`src/rtl/spi_master.sv`:
```
// SPI mode-0 master (CPOL=0, CPHA=0), MSB first, active-low slave select.
// Words arrive on a valid/ready stream; TX_LAST closes the frame and releases SSEL.
module spi_master #(
  parameter int unsigned DATA_W   = 8,
  parameter int unsigned HALF_DIV = 4
) (
  input  logic              CLK,
  input  logic              RST,
  input  logic [DATA_W-1:0] TX_DATA,
  input  logic              TX_LAST,
  input  logic              TX_VALID,
  output logic              TX_READY,
  output logic [DATA_W-1:0] RX_DATA,
  output logic              RX_VALID,
  output logic              BUSY,
  output logic              SCK,
  output logic              MOSI,
  input  logic              MISO,
  output logic              SSEL
);

  localparam int unsigned      DIV_W    = (HALF_DIV > 1) ? $clog2(HALF_DIV) : 1;
  localparam int unsigned      BIT_W    = $clog2(DATA_W);
  localparam logic [DIV_W-1:0] DIV_LAST = DIV_W'(HALF_DIV - 1);
  localparam logic [BIT_W-1:0] BIT_LAST = BIT_W'(DATA_W - 1);

  typedef enum logic [2:0] {
    IDLE,
    SETUP,
    HIGH,
    LOW,
    NEXT,
    HOLD,
    DESEL
  } state_e;

  state_e              state_q, state_d;
  logic [DIV_W-1:0]    div_q, div_d;
  logic [BIT_W-1:0]    bit_q, bit_d;
  logic [DATA_W-1:0]   tx_sh_q, tx_sh_d;
  logic [DATA_W-2:0]   rx_sh_q, rx_sh_d;
  logic                last_q, last_d;
  logic                sck_q, sck_d;
  logic                ssel_q, ssel_d;
  logic                mosi_q, mosi_d;
  logic [DATA_W-1:0]   rx_data_q, rx_data_d;
  logic                rx_valid_q, rx_valid_d;
  logic                busy_q, busy_d;
  logic                div_end;
  logic [DATA_W-1:0]   rx_word;

  assign div_end = (div_q == DIV_LAST);
  // MISO joins the partial word; only DATA_W-1 bits need storing between samples.
  assign rx_word = {rx_sh_q, MISO};

  always_comb begin
    state_d    = state_q;
    div_d      = div_q;
    bit_d      = bit_q;
    tx_sh_d    = tx_sh_q;
    rx_sh_d    = rx_sh_q;
    last_d     = last_q;
    sck_d      = sck_q;
    ssel_d     = ssel_q;
    mosi_d     = mosi_q;
    rx_data_d  = rx_data_q;
    rx_valid_d = 1'b0;
    busy_d     = busy_q;

    unique case (state_q)
      IDLE: begin
        if (TX_VALID) begin
          tx_sh_d = {TX_DATA[DATA_W-2:0], 1'b0};
          mosi_d  = TX_DATA[DATA_W-1];
          last_d  = TX_LAST;
          ssel_d  = 1'b0;
          busy_d  = 1'b1;
          div_d   = '0;
          bit_d   = '0;
          state_d = SETUP;
        end
      end
      SETUP, LOW: begin
        if (div_end) begin
          sck_d   = 1'b1;
          div_d   = '0;
          state_d = HIGH;
        end else begin
          div_d = div_q + 1'b1;
        end
      end
      HIGH: begin
        if (div_end) begin
          div_d   = '0;
          sck_d   = 1'b0;
          rx_sh_d = rx_word[DATA_W-2:0];
          if (bit_q == BIT_LAST) begin
            bit_d      = '0;
            rx_data_d  = rx_word;
            rx_valid_d = 1'b1;
            state_d    = last_q ? HOLD : NEXT;
          end else begin
            bit_d   = bit_q + 1'b1;
            mosi_d  = tx_sh_q[DATA_W-1];
            tx_sh_d = {tx_sh_q[DATA_W-2:0], 1'b0};
            state_d = LOW;
          end
        end else begin
          div_d = div_q + 1'b1;
        end
      end
      NEXT: begin
        if (TX_VALID) begin
          tx_sh_d = {TX_DATA[DATA_W-2:0], 1'b0};
          mosi_d  = TX_DATA[DATA_W-1];
          last_d  = TX_LAST;
          div_d   = '0;
          state_d = LOW;
        end
      end
      HOLD: begin
        if (div_end) begin
          ssel_d  = 1'b1;
          div_d   = '0;
          state_d = DESEL;
        end else begin
          div_d = div_q + 1'b1;
        end
      end
      DESEL: begin
        if (div_end) begin
          busy_d  = 1'b0;
          div_d   = '0;
          state_d = IDLE;
        end else begin
          div_d = div_q + 1'b1;
        end
      end
      default: state_d = IDLE;
    endcase
  end

  always_ff @(posedge CLK) begin
    if (RST) begin
      state_q    <= IDLE;
      div_q      <= '0;
      bit_q      <= '0;
      tx_sh_q    <= '0;
      rx_sh_q    <= '0;
      last_q     <= 1'b0;
      sck_q      <= 1'b0;
      ssel_q     <= 1'b1;
      mosi_q     <= 1'b0;
      rx_data_q  <= '0;
      rx_valid_q <= 1'b0;
      busy_q     <= 1'b0;
    end else begin
      state_q    <= state_d;
      div_q      <= div_d;
      bit_q      <= bit_d;
      tx_sh_q    <= tx_sh_d;
      rx_sh_q    <= rx_sh_d;
      last_q     <= last_d;
      sck_q      <= sck_d;
      ssel_q     <= ssel_d;
      mosi_q     <= mosi_d;
      rx_data_q  <= rx_data_d;
      rx_valid_q <= rx_valid_d;
      busy_q     <= busy_d;
    end
  end

  assign TX_READY = ~RST & ((state_q == IDLE) | (state_q == NEXT));
  assign RX_DATA  = rx_data_q;
  assign RX_VALID = rx_valid_q;
  assign BUSY     = busy_q;
  assign SCK      = sck_q;
  assign MOSI     = mosi_q;
  assign SSEL     = ssel_q;

endmodule
```
`config.mk`:
```
export PLATFORM = sky130hd
export DESIGN_NAME = spi_master
export DESIGN_NICKNAME = d
export VERILOG_FILES = /design/src/rtl/spi_master.sv
export SDC_FILE = /design/constraint.sdc
export NUM_CORES = 1
export LEC_CHECK = 0
export ABC_AREA = 1
export CAP_MARGIN = 30
export CORE_MARGIN = 1.5
export CORE_UTILIZATION = 49
export DETAILED_ROUTE_END_ITERATION = 7
export MAX_ROUTING_LAYER = met4
export PLACE_DENSITY_LB_ADDON = 0.3
export SLEW_MARGIN = 20
export SYNTH_ARGS = -nofsm -noshare
export SYNTH_HDL_FRONTEND = slang
export SYNTH_SLANG_ARGS = --single-unit
```
`constraint.sdc`:
```
create_clock -name CLK -period 2.62 [get_ports CLK]
set_clock_uncertainty 0.05 [all_clocks]
set_input_delay 0.393 -clock CLK [delete_from_list [all_inputs] [get_ports CLK]]
set_output_delay 0.393 -clock CLK [all_outputs]
set_load 0.05 [all_outputs]
```
==> results by group, run 1 <==
Synthesis
  – Synth Net Count: 247
  – Avg Cell Area, Syn: 7.14 um^2
  – Adder-cell share of the synthesized area: 3.05%
  – Number of flops mapped to enable cells by yosys: 0
  – Simple-Gate Fraction of Synth Area: 32.4%
  – Most used DFF post-synth: dfxtp_1
  – Ys Warns: 0
  – XOR/XNOR share of the synthesized area: 0%
  – Async SR Flop Fraction: 0%
  – Top-count cell post-synth: nor2_1
  – Post-synthesis mux area share: 0%
  – Share of the synthesized area in the top cell type: 43.9%
  – Largest family of logic cells by synthesized area: simple AND/OR/NAND/NOR gates
  – Area leader, netlist: dfxtp_1
  – Synth Cell Area: 1640 um^2
  – Top cells by count, synth: nor2_1 (57), dfxtp_1 (36), nand2_1 (36)
  – Seq/Total Area, Yosys: 43.9%
  – Synth top area cells: dfxtp_1 (44%), nor2_1 (13%), nand2_1 (8.2%)
  – Library cells used by synthesis: 25
  – Synth Area in Compound Gates: 13.4%
  – Syn Inst Count: 230
  – #FFs+latches synth: 36

Setup path
  – CP peak stage delay: 0.81 ns
  – Critical-path cell list: clkdlybuf4s50_1
  – Setup CP Type: flop to output port
  – Worst reg2reg path depth: 8
  – Slowest CP cell: clkdlybuf4s50_1
  – R2R Path End: tx_sh_q[6]$_SDFFE_PP0P_
  – Crit. End Element: output port
  – Critical path's top delay family: buffers and inverters
  – Worst reg2reg path startpoint: bit_q[0]$_SDFFE_PP0P_
  – Critical Path AT: 1.54 ns
  – Largest fanout on the critical path: 2
  – Critical path startpoint category: flop
  – Buf/Inv on CP: 1
  – FF-to-FF setup slack: 0.90 ns
  – Req. time, crit path: 2.18 ns

Clock network
  – Num CTS Buffers: 5
  – Hold_buf cts: 0
  – Post-CTS setup buffers: 0
  – Clock Tree Buf Depth: 2
  – H-tree Lvls: 2
  – Clk sinks: 36
  – Post-cts resize count: 0
  – Clk root buf: clkbuf_4
  – Clk_lat worst skew: 0.36 ns
  – Worst-path clk slew: 0.11 ns
  – CTS tree: built

Timing
  – Fin crit share: 75.6%
  – Hold Vio Cnt, Final: 0
  – Slew margin rel.: 54.8%
  – Post-route setup TNS: 0 ns
  – Setup Viol. Count Final: 0
  – RSZ-0062 raised after global routing: no
  – Final min period: 1.98 ns
  – Least-Margin Pin Slew: 0.677 ns
  – Maximum operating frequency: 0.505 GHz
  – Fin. max-slew vios: 0

Drt
  – Drt pass-1 iters: 4
  – Routed via count: 1,490
  – Final WL: 3180 um
  – Vias per std cell: 4.93
  – DRC viols: 0
  – Drt first-iter violations: 90
  – DRT antenna net count: 0
  – Drt wl/cell: 10.5 um

Pwr
  – Power Density: 917 nW/um^2
  – Final Power: 0.00183 W
  – Peak VDD IR: 0.555 mV
  – LEAKAGE: 0.859 nW

Global routing
  – Initial antenna violation count: 0
  – First-pass GRT wire length: 5260 um
  – Global routing usage on met1: 24.1%
  – Met3 usage: 5.12%
  – Gr usage total: 20.3%
  – Vias in the first global route: 1,235
  – Met2 Usage GRT: 31.2%
  – Total gr overflow: 0
  – Most utilized layer in the global route result: met2
  – Largest net degree at the start of global routing: 27

Floorplan
  – Die H: 60.9 um
  – Ports: 27
  – Row cnt: 20
  – Initial core utilization: 52.5%
  – Die span in x: 60.9 um
  – Core area: 3130 um^2
  – Die area: 3710 um^2

Status
  – Status: completed

Placed design
  – PortBufs: 26
  – Dpl hpwl: 2210 um
  – Gpl congestion: 0.824

Min path
  – Hold EP: tx_sh_q[1]$_SDFFE_PP0P_
  – HP Class: flop to flop
  – WHS Path Cells: 2
  – Hold Startpoint: tx_sh_q[1]$_SDFFE_PP0P_

Job
  – Maxcap violations: 0

Cells and area
  – Fraction of layout instances using a drive strength above 1: 10.1%
  – Ant diodes: 0
  – Nets: 274
  – Area grow syn2layout: 21.8%
## area by class of cell
cell class / instances / area (um^2)
inverter: 20 / 76.3
clock inverter: 3 / 42.5
multi-input combinational: 167 / 802
tap: 44 / 55.1
timing repair buffer: 27 / 265
clock buffer: 5 / 37.5
fill: 302 / 1130
sequential: 36 / 721
## worst register-to-register path: cells and delay by family (launching register included)
kind | cells | cell delay, ns
flip-flops | 1 | 0.34
buffers and inverters | 1 | 0.07
adder cells (fa/ha/maj) | 2 | 0.45
AND/OR/NAND/NOR | 5 | 0.74
## metal layers
layer	up-vias	wire [um]
met5	-	0
met4	0	71
met3	7	116
met2	29	1400
met1	666	1600
li1	788	-
## sequential cells by signal, summed over array words and instances (netlist names), 2 cells and up
register / count
state_q: 3
div_q: 2
bit_q: 3
rx_sh_q: 7
tx_sh_q: 7
RX_DATA: 8
## power by group
group / switching [W] / internal (W) / total [W]
sequential: 0.0000595 / 0.000633 / 0.000693
clock: 0.000202 / 0.000199 / 0.000401
combinational: 0.000491 / 0.000249 / 0.000740
## metrics by stage
stage | hold slack (ns) | instance area [um^2] | setup slack (ns) | cells | util, %
after global placement | 0.404 | 1920 | 0.846 | 294 | 61.4
after detailed placement | 0.405 | 1920 | 0.819 | 294 | 61.4
after floorplan | 0.389 | 1640 | 0.930 | 230 | -
after CTS | 0.421 | 2000 | 0.643 | 302 | 63.9
after global routing | 0.437 | 2000 | 0.594 | 302 | 63.9
final | 0.417 | 2000 | 0.640 | 302 | 63.9
## placed cells by master, fill, tap and decap left out, drive strengths merged, types with 4 or more instances in the layout
cell / synthesis / layout
nor2: 63 / 63
nand2: 39 / 39
dfxtp: 36 / 36
clkdlybuf4s50: 0 / 25
a21oi: 22 / 22
inv: 19 / 19
o21ai: 19 / 19
nand3: 14 / 14
clkbuf: 3 / 5
ha: 4 / 4
## worst max-delay path by stage
stage	from	endpoint	slack [ns]	cells after the start
2_1_floorplan	RST	TX_READY	0.93	2
4_1_cts	SSEL$_SDFFE_PP1P_	SSEL	0.64	1
5_1_grt	SCK$_SDFFE_PP0P_	SCK	0.59	1
3_3_place_gp	RST	TX_READY	0.85	4
6_report	SSEL$_SDFFE_PP1P_	SSEL	0.64	1
3_5_place_dp	RST	rx_sh_q[2]$_SDFFE_PP0P_	0.82	4
## cell families after synthesis
kind of cell / after synthesis
AO/OA/AOI/OAI: 43
adder cells (fa/ha/maj): 4
buffers and inverters: 27
flip-flops: 36
AND/OR/NAND/NOR: 120
(Power assumes the default switching activity.)
==> run 2, diff against run 1 <==
==> constraint.sdc (replaced) <==
create_clock -name CLK -period 1.9 [get_ports CLK]
set_clock_uncertainty 0.05 [all_clocks]
set_input_delay 0.285 -clock CLK [delete_from_list [all_inputs] [get_ports CLK]]
set_output_delay 0.285 -clock CLK [all_outputs]
set_load 0.05 [all_outputs]
==> run 2 against run 1 <==
Sequential power rose by 38%; critical path depth unchanged; wire length is 1.1% higher; count of clock-buffer cells in the layout rose by 1; critical path type unchanged; critical endpoint is now BUSY; largest power group unchanged.
==> results by group, run 2 (synthesized netlist as in run 1, its figures left out) <==
Global routing
  – Global routing usage on met1: 27.1%
  – Met3 usage: 6.40%
  – Largest net degree at the start of global routing: 20
  – Initial antenna violation count: 0
  – Most utilized layer in the global route result: met2
  – Total gr overflow: 0
  – Gr usage total: 20.1%
  – Met2 Usage GRT: 28.7%
  – Vias in the first global route: 1,212
  – First-pass GRT wire length: 5290 um

Clock network
  – Clk root buf: clkbuf_4
  – Clk_lat worst skew: 0.35 ns
  – H-tree Lvls: 2
  – Worst-path clk slew: 0.11 ns
  – Clk sinks: 36
  – Num CTS Buffers: 5
  – CTS tree: built
  – Clock Tree Buf Depth: 2
  – Post-CTS setup buffers: 0

Pwr
  – Clock network power share: 21.0%
  – Sw power: 0.00101 W
  – Peak VDD IR: 0.925 mV
  – Seq pwr share: 37.6%
  – Combinational Power Share: 41.5%
  – Power Density: 1250 nW/um^2
  – Internal power: 0.00153 W
  – LEAKAGE: 0.897 nW
  – Switching part of the total: 39.9%

Placed design
  – PortBufs: 26
  – Dpl hpwl: 2300 um
  – Gpl congestion: 0.840
  – DP Area: 1950 um^2
  – Post-place setup slack: 0.231 ns

Setup path
  – Critical path's top delay family: buffers and inverters
  – Setup CP Type: flop to output port
  – Crit. End Element: output port
  – Slowest CP cell: clkdlybuf4s50_1
  – CP peak stage delay: 0.80 ns
  – Req. time, crit path: 1.56 ns
  – Critical-path cell list: clkdlybuf4s50_1
  – Critical Path AT: 1.50 ns
  – Largest fanout on the critical path: 2
  – Critical path startpoint category: flop
  – Buf/Inv on CP: 1

Timing
  – Slew margin rel.: 66.3%
  – Fin. max-slew vios: 0
  – Setup Viol. Count Final: 0
  – Hold Vio Cnt, Final: 0
  – Post-route setup TNS: 0 ns
  – Final min period: 1.84 ns
  – Post-route setup slack: 0.0644 ns
  – Fin crit share: 96.6%
  – RSZ-0062 raised after global routing: no
  – Least-Margin Pin Slew: 0.504 ns
  – Hold WS: 0.414 ns
  – Maximum operating frequency: 0.545 GHz

Floorplan
  – Die area: 3710 um^2
  – Die span in x: 60.9 um
  – Row cnt: 20
  – Die H: 60.9 um
  – Initial core utilization: 52.5%
  – Ports: 27
  – Core area: 3130 um^2

Cells and area
  – Commonest non-fill, non-tap cells in the layout: nor2_1 (57), dfxtp_1 (36), nand2_1 (36)
  – Final instance area: 2030 um^2
  – Fill cells: 295
  – Reg area: 721 um^2
  – Fraction of layout instances using a drive strength above 1: 10.7%
  – Area grow syn2layout: 23.9%
  – Multi-input logic area: 802 um^2
  – Leading cell type in the layout, fill and taps excluded: nor2_1
  – Nets: 277
  – Max reg flops: 8
  – Ant diodes: 0

Drt
  – DRC viols: 0
  – Routed via count: 1,496
  – Drt wl/cell: 10.5 um
  – Drt pass-1 iters: 6
  – Vias per std cell: 4.90
  – Final WL: 3220 um
  – Drt first-iter violations: 56
  – DRT antenna net count: 0

Job
  – Maxcap violations: 0

Min path
  – HP Class: flop to flop

Status
  – Status: completed
==> run 2: worst paths after layout <==
check,depth (start not counted),slack [ns],from,endpoint
worst max register to register,8,0.20,bit_q[0]$_SDFFE_PP0P_,tx_sh_q[7]$_SDFFE_PP0P_
worst min-delay path,2,0.41,tx_sh_q[1]$_SDFFE_PP0P_,tx_sh_q[1]$_SDFFE_PP0P_
worst max-delay path,1,0.06,BUSY$_SDFFE_PP0P_,BUSY
worst min register to register,2,0.41,tx_sh_q[1]$_SDFFE_PP0P_,tx_sh_q[1]$_SDFFE_PP0P_
==> run 2: metal layers <==
layer	share of wire (%)	routed length [um]	up-vias
met4	1.5	48	0
met5	0	0	-
met3	4.2	136	7
li1	-	-	795
met1	50	1600	670
met2	44	1430	24
==> run 2: timing repair <==
action,4_1_cts,5_1_grt
endpoints found under the setup margin,0,1
gates resized for setup,0,1
hold buffers,0,0
==> run 2: final cells by class <==
type                    instances  share of cell area, %
clock inverters                 2                   1.72
repair buffers                 30                   14.9
multi-input cells             167                   39.4
inverters                      20                   3.75
flip-flops and latches         36                   35.4
well taps                      44                   2.71
clock buffers                   6                   2.03
==> run 2: metrics by stage <==
| stage | std cells | util (%) | power [W] |
|---|---|---|---|
| final | 305 | 65.0 | 0.00254 |
| after global placement | 297 | 62.5 | 0.00200 |
| after detailed placement | 297 | 62.5 | 0.00202 |
| after CTS | 305 | 64.9 | 0.00255 |
| after global routing | 305 | 65.0 | 0.00273 |
| after floorplan | 230 | - | 0.00181 |
==> run 2: power groups by stage <==
stage               clock network, W  registers, W  logic (W)
finish                      0.000532      0.000954    0.00105
global placement                   0      0.000968    0.00103
floorplan                          0       0.00102   0.000797
global route                0.000579      0.000967    0.00119
CTS                         0.000538      0.000954    0.00106
detailed placement                 0      0.000970    0.00105
==> run 3, diff against run 2 <==
--- a/config.mk
+++ b/config.mk
@@ -12,6 +12,7 @@
 export DETAILED_ROUTE_END_ITERATION = 7
 export MAX_ROUTING_LAYER = met4
 export PLACE_DENSITY_LB_ADDON = 0.3
+export REMOVE_ABC_BUFFERS = 1
 export SLEW_MARGIN = 20
 export SYNTH_ARGS = -nofsm -noshare
 export SYNTH_HDL_FRONTEND = slang
==> run 3 against run 2 <==
Worst setup slack got worse by 0.0033 ns; utilization barely moved; fmax is 0.18% lower; sequential cell count unchanged; final cell count decreased by 0.33%; non-clock buffer count is 1 lower; wire length fell by 3.8%; global-route usage fell by 0.84 points; register-to-register slack about the same; combinational power hardly changed; critical endpoint is now RX_DATA[3]; largest power group unchanged.
==> results by group, run 3 (synthesized netlist as in run 1, its figures left out) <==
Floorplan
  – Die area: 3710 um^2
  – Die H: 60.9 um
  – Ports: 27
  – Die span in x: 60.9 um
  – Row cnt: 20
  – Core area: 3130 um^2
  – Initial core utilization: 52.5%

Pwr
  – LEAKAGE: 0.910 nW
  – Combinational Power Share: 41.6%
  – Seq pwr share: 37.5%
  – Internal power: 0.00152 W
  – Final Power: 0.00254 W
  – Sw power: 0.00102 W
  – Switching part of the total: 40.1%
  – Power Density: 1250 nW/um^2
  – Peak VDD IR: 0.631 mV
  – Clock network power share: 20.9%

Clock network
  – H-tree Lvls: 2
  – Clk root buf: clkbuf_4
  – Clock Tree Buf Depth: 2
  – Hold_buf cts: 0
  – CTS tree: built
  – Num CTS Buffers: 5
  – Post-CTS setup buffers: 0
  – Post-cts resize count: 0
  – Clk sinks: 36
  – Clk_lat worst skew: 0.34 ns
  – Worst-path clk slew: 0.11 ns

Setup path
  – CP Capture Point: RX_DATA[3]
  – R2R Path End: MOSI$_SDFFE_PP0P_
  – Crit path from: RX_DATA[3]$_SDFFE_PP0P_
  – Worst reg2reg path depth: 8
  – Worst reg2reg path startpoint: bit_q[0]$_SDFFE_PP0P_
  – FF-to-FF setup slack: 0.19 ns
  – Slowest CP cell: clkdlybuf4s50_1
  – Critical Path AT: 1.50 ns
  – Setup CP Type: flop to output port
  – Critical path depth: 1
  – Req. time, crit path: 1.56 ns
  – Critical path's top delay family: buffers and inverters
  – Crit. End Element: output port
  – Critical-path cell list: clkdlybuf4s50_1
  – Critical path startpoint category: flop
  – Largest fanout on the critical path: 2
  – Buf/Inv on CP: 1
  – CP peak stage delay: 0.82 ns

Timing
  – Post-route setup TNS: 0 ns
  – Least-Margin Pin Slew: 0.514 ns
  – Fin. max-slew vios: 0
  – Setup Viol. Count Final: 0
  – Slew margin rel.: 65.7%
  – Maximum operating frequency: 0.544 GHz
  – Final min period: 1.84 ns
  – Fin crit share: 96.8%
  – Hold Vio Cnt, Final: 0
  – Hold WS: 0.419 ns
  – Post-route setup slack: 0.0612 ns
  – RSZ-0062 raised after global routing: no

Global routing
  – Largest net degree at the start of global routing: 27
  – First-pass GRT wire length: 5130 um
  – Gr usage total: 19.3%
  – Initial antenna violation count: 0
  – Vias in the first global route: 1,260
  – Total gr overflow: 0

Drt
  – DRC viols: 0
  – Drt pass-1 iters: 4
  – Drt first-iter violations: 102
  – Final WL: 3090 um
  – Drt wl/cell: 10.2 um
  – DRT antenna net count: 0
  – Vias per std cell: 4.92
  – Routed via count: 1,497

Job
  – Maxcap violations: 0

Cells and area
  – Area grow syn2layout: 23.8%
  – Fill cells: 299
  – Max reg flops: 8
  – Core Util, Final: 65.0%
  – Leading cell type in the layout, fill and taps excluded: nor2_1
  – Nets: 276
  – Ant diodes: 0
  – Fraction of layout instances using a drive strength above 1: 10.8%
  – Commonest non-fill, non-tap cells in the layout: nor2_1 (57), dfxtp_1 (36), nand2_1 (36)

Placed design
  – PortBufs: 26
  – Post-place setup slack: 0.206 ns
  – Gpl congestion: 0.800
  – Dpl hpwl: 2240 um

Min path
  – HP Class: flop to flop

Status
  – Status: completed
[run 3: area by class of cell]
type / instances / area (um^2) / area share, %
Clock inverter: 3 / 42.5 / 2.09
Multi-Input combinational cell: 167 / 802 / 39.5
Inverter: 20 / 76.3 / 3.76
Sequential cell: 36 / 721 / 35.5
Timing Repair Buffer: 29 / 298 / 14.7
Tap cell: 44 / 55.1 / 2.71
Clock buffer: 5 / 37.5 / 1.85
[run 3: worst min-delay path by stage]
stage,startpoint,end,cells after the start
floorplan,RST,bit_q[0]$_SDFFE_PP0P_,1
global placement,tx_sh_q[1]$_SDFFE_PP0P_,tx_sh_q[1]$_SDFFE_PP0P_,2
detailed placement,BUSY$_SDFFE_PP0P_,BUSY$_SDFFE_PP0P_,2
CTS,TX_LAST,last_q$_SDFFE_PP0P_,3
global route,tx_sh_q[1]$_SDFFE_PP0P_,tx_sh_q[1]$_SDFFE_PP0P_,2
finish,BUSY$_SDFFE_PP0P_,BUSY$_SDFFE_PP0P_,2
[run 3: layer usage]
metal	wire length (um)	global-route usage [%]	vias to the layer above	part of all wire, %
li1	-	-	798	-
met1	1410	21.6	656	45
met2	1490	32.6	40	48
met3	165	6.61	3	5.3
met4	30	5.59	0	0.97
met5	0	-	-	0
[run 3: power by group through the flow]
stage	sequential [W]	combinational (W)	clock [W]
finish	0.000953	0.00105	0.000530
global route	0.000968	0.00118	0.000582
CTS	0.000954	0.00106	0.000550
detailed placement	0.000970	0.00106	0
global placement	0.000967	0.00103	0
floorplan	0.00103	0.000719	0
[run 3: through the flow]
step | cell area, um^2 | std cells
3_5_place_dp | 1950 | 296
2_1_floorplan | 1600 | 223
5_1_grt | 2030 | 304
6_report | 2030 | 304
4_1_cts | 2030 | 304
3_3_place_gp | 1950 | 296
==> RTL change: new RTL, flow settings as in run 2 <==
Re-encode `state_e` (7 states) as one-hot, 7 bits wide.
--- a/src/rtl/spi_master.sv
+++ b/src/rtl/spi_master.sv
@@ -25,12 +25,12 @@
   localparam logic [BIT_W-1:0] BIT_LAST = BIT_W'(DATA_W - 1);
 
-  typedef enum logic [2:0] {
-    IDLE,
-    SETUP,
-    HIGH,
-    LOW,
-    NEXT,
-    HOLD,
-    DESEL
+  typedef enum logic [6:0] {
+    IDLE  = 7'b0000001,
+    SETUP = 7'b0000010,
+    HIGH  = 7'b0000100,
+    LOW   = 7'b0001000,
+    NEXT  = 7'b0010000,
+    HOLD  = 7'b0100000,
+    DESEL = 7'b1000000
   } state_e;
 
Behaviour: no difference found for any inputs over 10 cycles, from zero or initial values and one cycle with RST high; not proved beyond that.
==> RTL change against run 2 <==
Register-to-register slack better by 0.10 ns. Design area up 16%. Synthesized cell count up 17%. Area after synthesis up 16%. Power up 21%. Routed wire length up 24%. Utilization down 1.5 points. Sequential power up 15%. Die area up 16%. Non-clock buffer count up 4. Global-route usage up 0.81 points. Combinational power up 36%. Worst setup slack worse by 0.0028 ns. Sequential cell count up 4. Critical endpoint is now TX_READY. Highest routed layer unchanged.
==> RTL change: results (changes against run 2) <==
wire length per cell = 11.3 um (was 10.5 um)
FMAX = 544 MHz (was 545 MHz)
count of pins over their slew limit = 0 (unchanged)
xor/xnor share of the synthesized area = 0 (unchanged)
hpwl dp = 2.90 mm (was 2.30 mm)
first-pass GRT wire length = 6.71 mm (was 5.29 mm)
Max Fanout on Critical Path = 4 (was 2)
uppermost routed layer = met4 (unchanged)
sw frac = 0.415 (was 0.399)
root buffer cell = clkbuf_8 (was clkbuf_4)
mux cell area share after synthesis = 0 (unchanged)
htree depth = 2 (unchanged)
relative slew slack = 0.656 (was 0.663)
R2R Path End = RX_DATA[2]$_SDFFE_PP0P_ (was tx_sh_q[7]$_SDFFE_PP0P_)
syn_nets = 285 (was 247)
sequential fraction of the synthesis area = 0.419 (was 0.439)
critical path endpoint = TX_READY (was BUSY)
Worst EP arrival = 1.50 ns (about the same)
Synth area leaders = dfxtp_1, nand2_1, nand3_1 (was dfxtp_1, nor2_1, nand2_1)
Post-layout nets = 319 (was 277)
Synth async-reset ratio = 0 (unchanged)
Iteration-0 DRC Markers = 111 (was 56)
Via Count = 1757 (was 1496)
Worst-path clk slew = 0.07 ns (was 0.11 ns)
DRT Pass-1 Iters = 5 (was 6)
global-route usage over all layers = 0.209 (was 0.201)
Worst Setup SP = state_q[2]$_SDFFE_PP0P_ (was BUSY$_SDFFE_PP0P_)
vias in the first global route = 1564 (was 1212)
hold crit path type = register to register (unchanged)
worst r2r path cells = 8 (unchanged)
met3 wire len = 218 um (was 136 um)
Worst R2R Setup Slack = 0.30 ns (was 0.20 ns)
maximum VDD drop = 0.534 mV (was 0.925 mV)
diode count = 0 (unchanged)
port bufs = 26 (unchanged)
RR Startpoint = state_q[3]$_SDFFE_PP0P_ (was bit_q[0]$_SDFFE_PP0P_)
wl on met1 = 1.82 mm (was 1.60 mm)
Synth Area in Compound Gates = 0.110 (was 0.134)
status = complete, no violations (unchanged)
Ys Warns = 0 (unchanged)
max reg flops = 8 (unchanged)
Clock Tree Buf Depth = 2 (unchanged)
worst slack at placement = 0.215 ns (was 0.231 ns)
largest net degree at the start of global routing = 20 (unchanged)
Clock Latency Late Sink = 0.29 ns (was 0.35 ns)
leak pwr = 1.03 nW (was 0.897 nW)
CTS buffer count = 5 (unchanged)
initial antenna violation count = 0 (unchanged)
Cell variety after synth = 25 (unchanged)
gpl congestion = 0.932 (was 0.840)
met2 wire len = 1.87 mm (was 1.43 mm)
post-synthesis adder-cell area fraction = 0.0196 (was 0.0305)
Main synth FF type = dfxtp_1 (unchanged)
hold_buf cts = 0 (unchanged)
share of cells above drive strength 1 = 0.152 (was 0.107)
top post-synthesis cells by count = nand2_1, dfxtp_1, nor2_1 (was nor2_1, dfxtp_1, nand2_1)
RTL change: power by group through the flow:
stage / combinational [mW] / clock [mW] / sequential, mW
final: 1.43 / 0.523 / 1.10
after global placement: 1.33 / 0 / 1.11
after detailed placement: 1.36 / 0 / 1.12
after CTS: 1.37 / 0.539 / 1.10
after global routing: 1.61 / 0.581 / 1.13
after floorplan: 0.994 / 0 / 1.20
RTL change: layer usage:
| metal | up-vias | global-route usage |
|---|---|---|
| met5 | - | - |
| met2 | 49 | 0.324 |
| met4 | 0 | 0.0990 |
| met1 | 777 | 0.262 |
| met3 | 7 | 0.0445 |
| li1 | 924 | - |
RTL change: final cells by class:
type,instances,area [um2]
fillers,339,1360
clock buffers,6,72.6
well taps,48,60.1
repair buffers,34,330
clock inverters,1,5.00
flip-flops and latches,40,802
inverters,35,131
multi-input cells,187,957
RTL change: worst max-delay path: stages, from the launching register on:
cell     delay (ns)
dfxtp_1        0.35
inv_1          0.08
nand2_2        0.07
nor2_4         0.14
nand2_2        0.10
inv_2          0.10
nor2_2         0.06
nor2_2         0.17
buf_12         0.16
RTL change: what timing repair did:
item                       CTS  global route
gates resized for setup      1             5
setup endpoints to repair    1             1
buffers inserted             0             3
pin swaps                    0             2
RTL change: metrics by stage:
stage,area (um2),util,instances
6_report,2360,0.635,351
5_1_grt,2360,0.635,351
4_1_cts,2320,0.624,348
3_5_place_dp,2240,0.603,341
3_3_place_gp,2240,0.603,341
2_1_floorplan,1910,-,269
RTL change: worst min-delay path by stage:
stage / start / end / slack, ns / cells after the start
floorplan: MISO / RX_DATA[0]$_SDFFE_PP0P_ / 0.34 / 2
global placement: rx_sh_q[1]$_SDFFE_PP0P_ / rx_sh_q[2]$_SDFFE_PP0P_ / 0.40 / 2
detailed placement: rx_sh_q[1]$_SDFFE_PP0P_ / rx_sh_q[2]$_SDFFE_PP0P_ / 0.41 / 2
CTS: rx_sh_q[1]$_SDFFE_PP0P_ / rx_sh_q[2]$_SDFFE_PP0P_ / 0.42 / 2
global route: rx_sh_q[1]$_SDFFE_PP0P_ / rx_sh_q[2]$_SDFFE_PP0P_ / 0.44 / 2
finish: SCK$_SDFFE_PP0P_ / SCK$_SDFFE_PP0P_ / 0.42 / 2
RTL change: cell families after synthesis:
family / count (synthesis)
buf+inv: 42
flops: 40
simple gates: 143
fa+ha+maj: 3
compound gates: 41
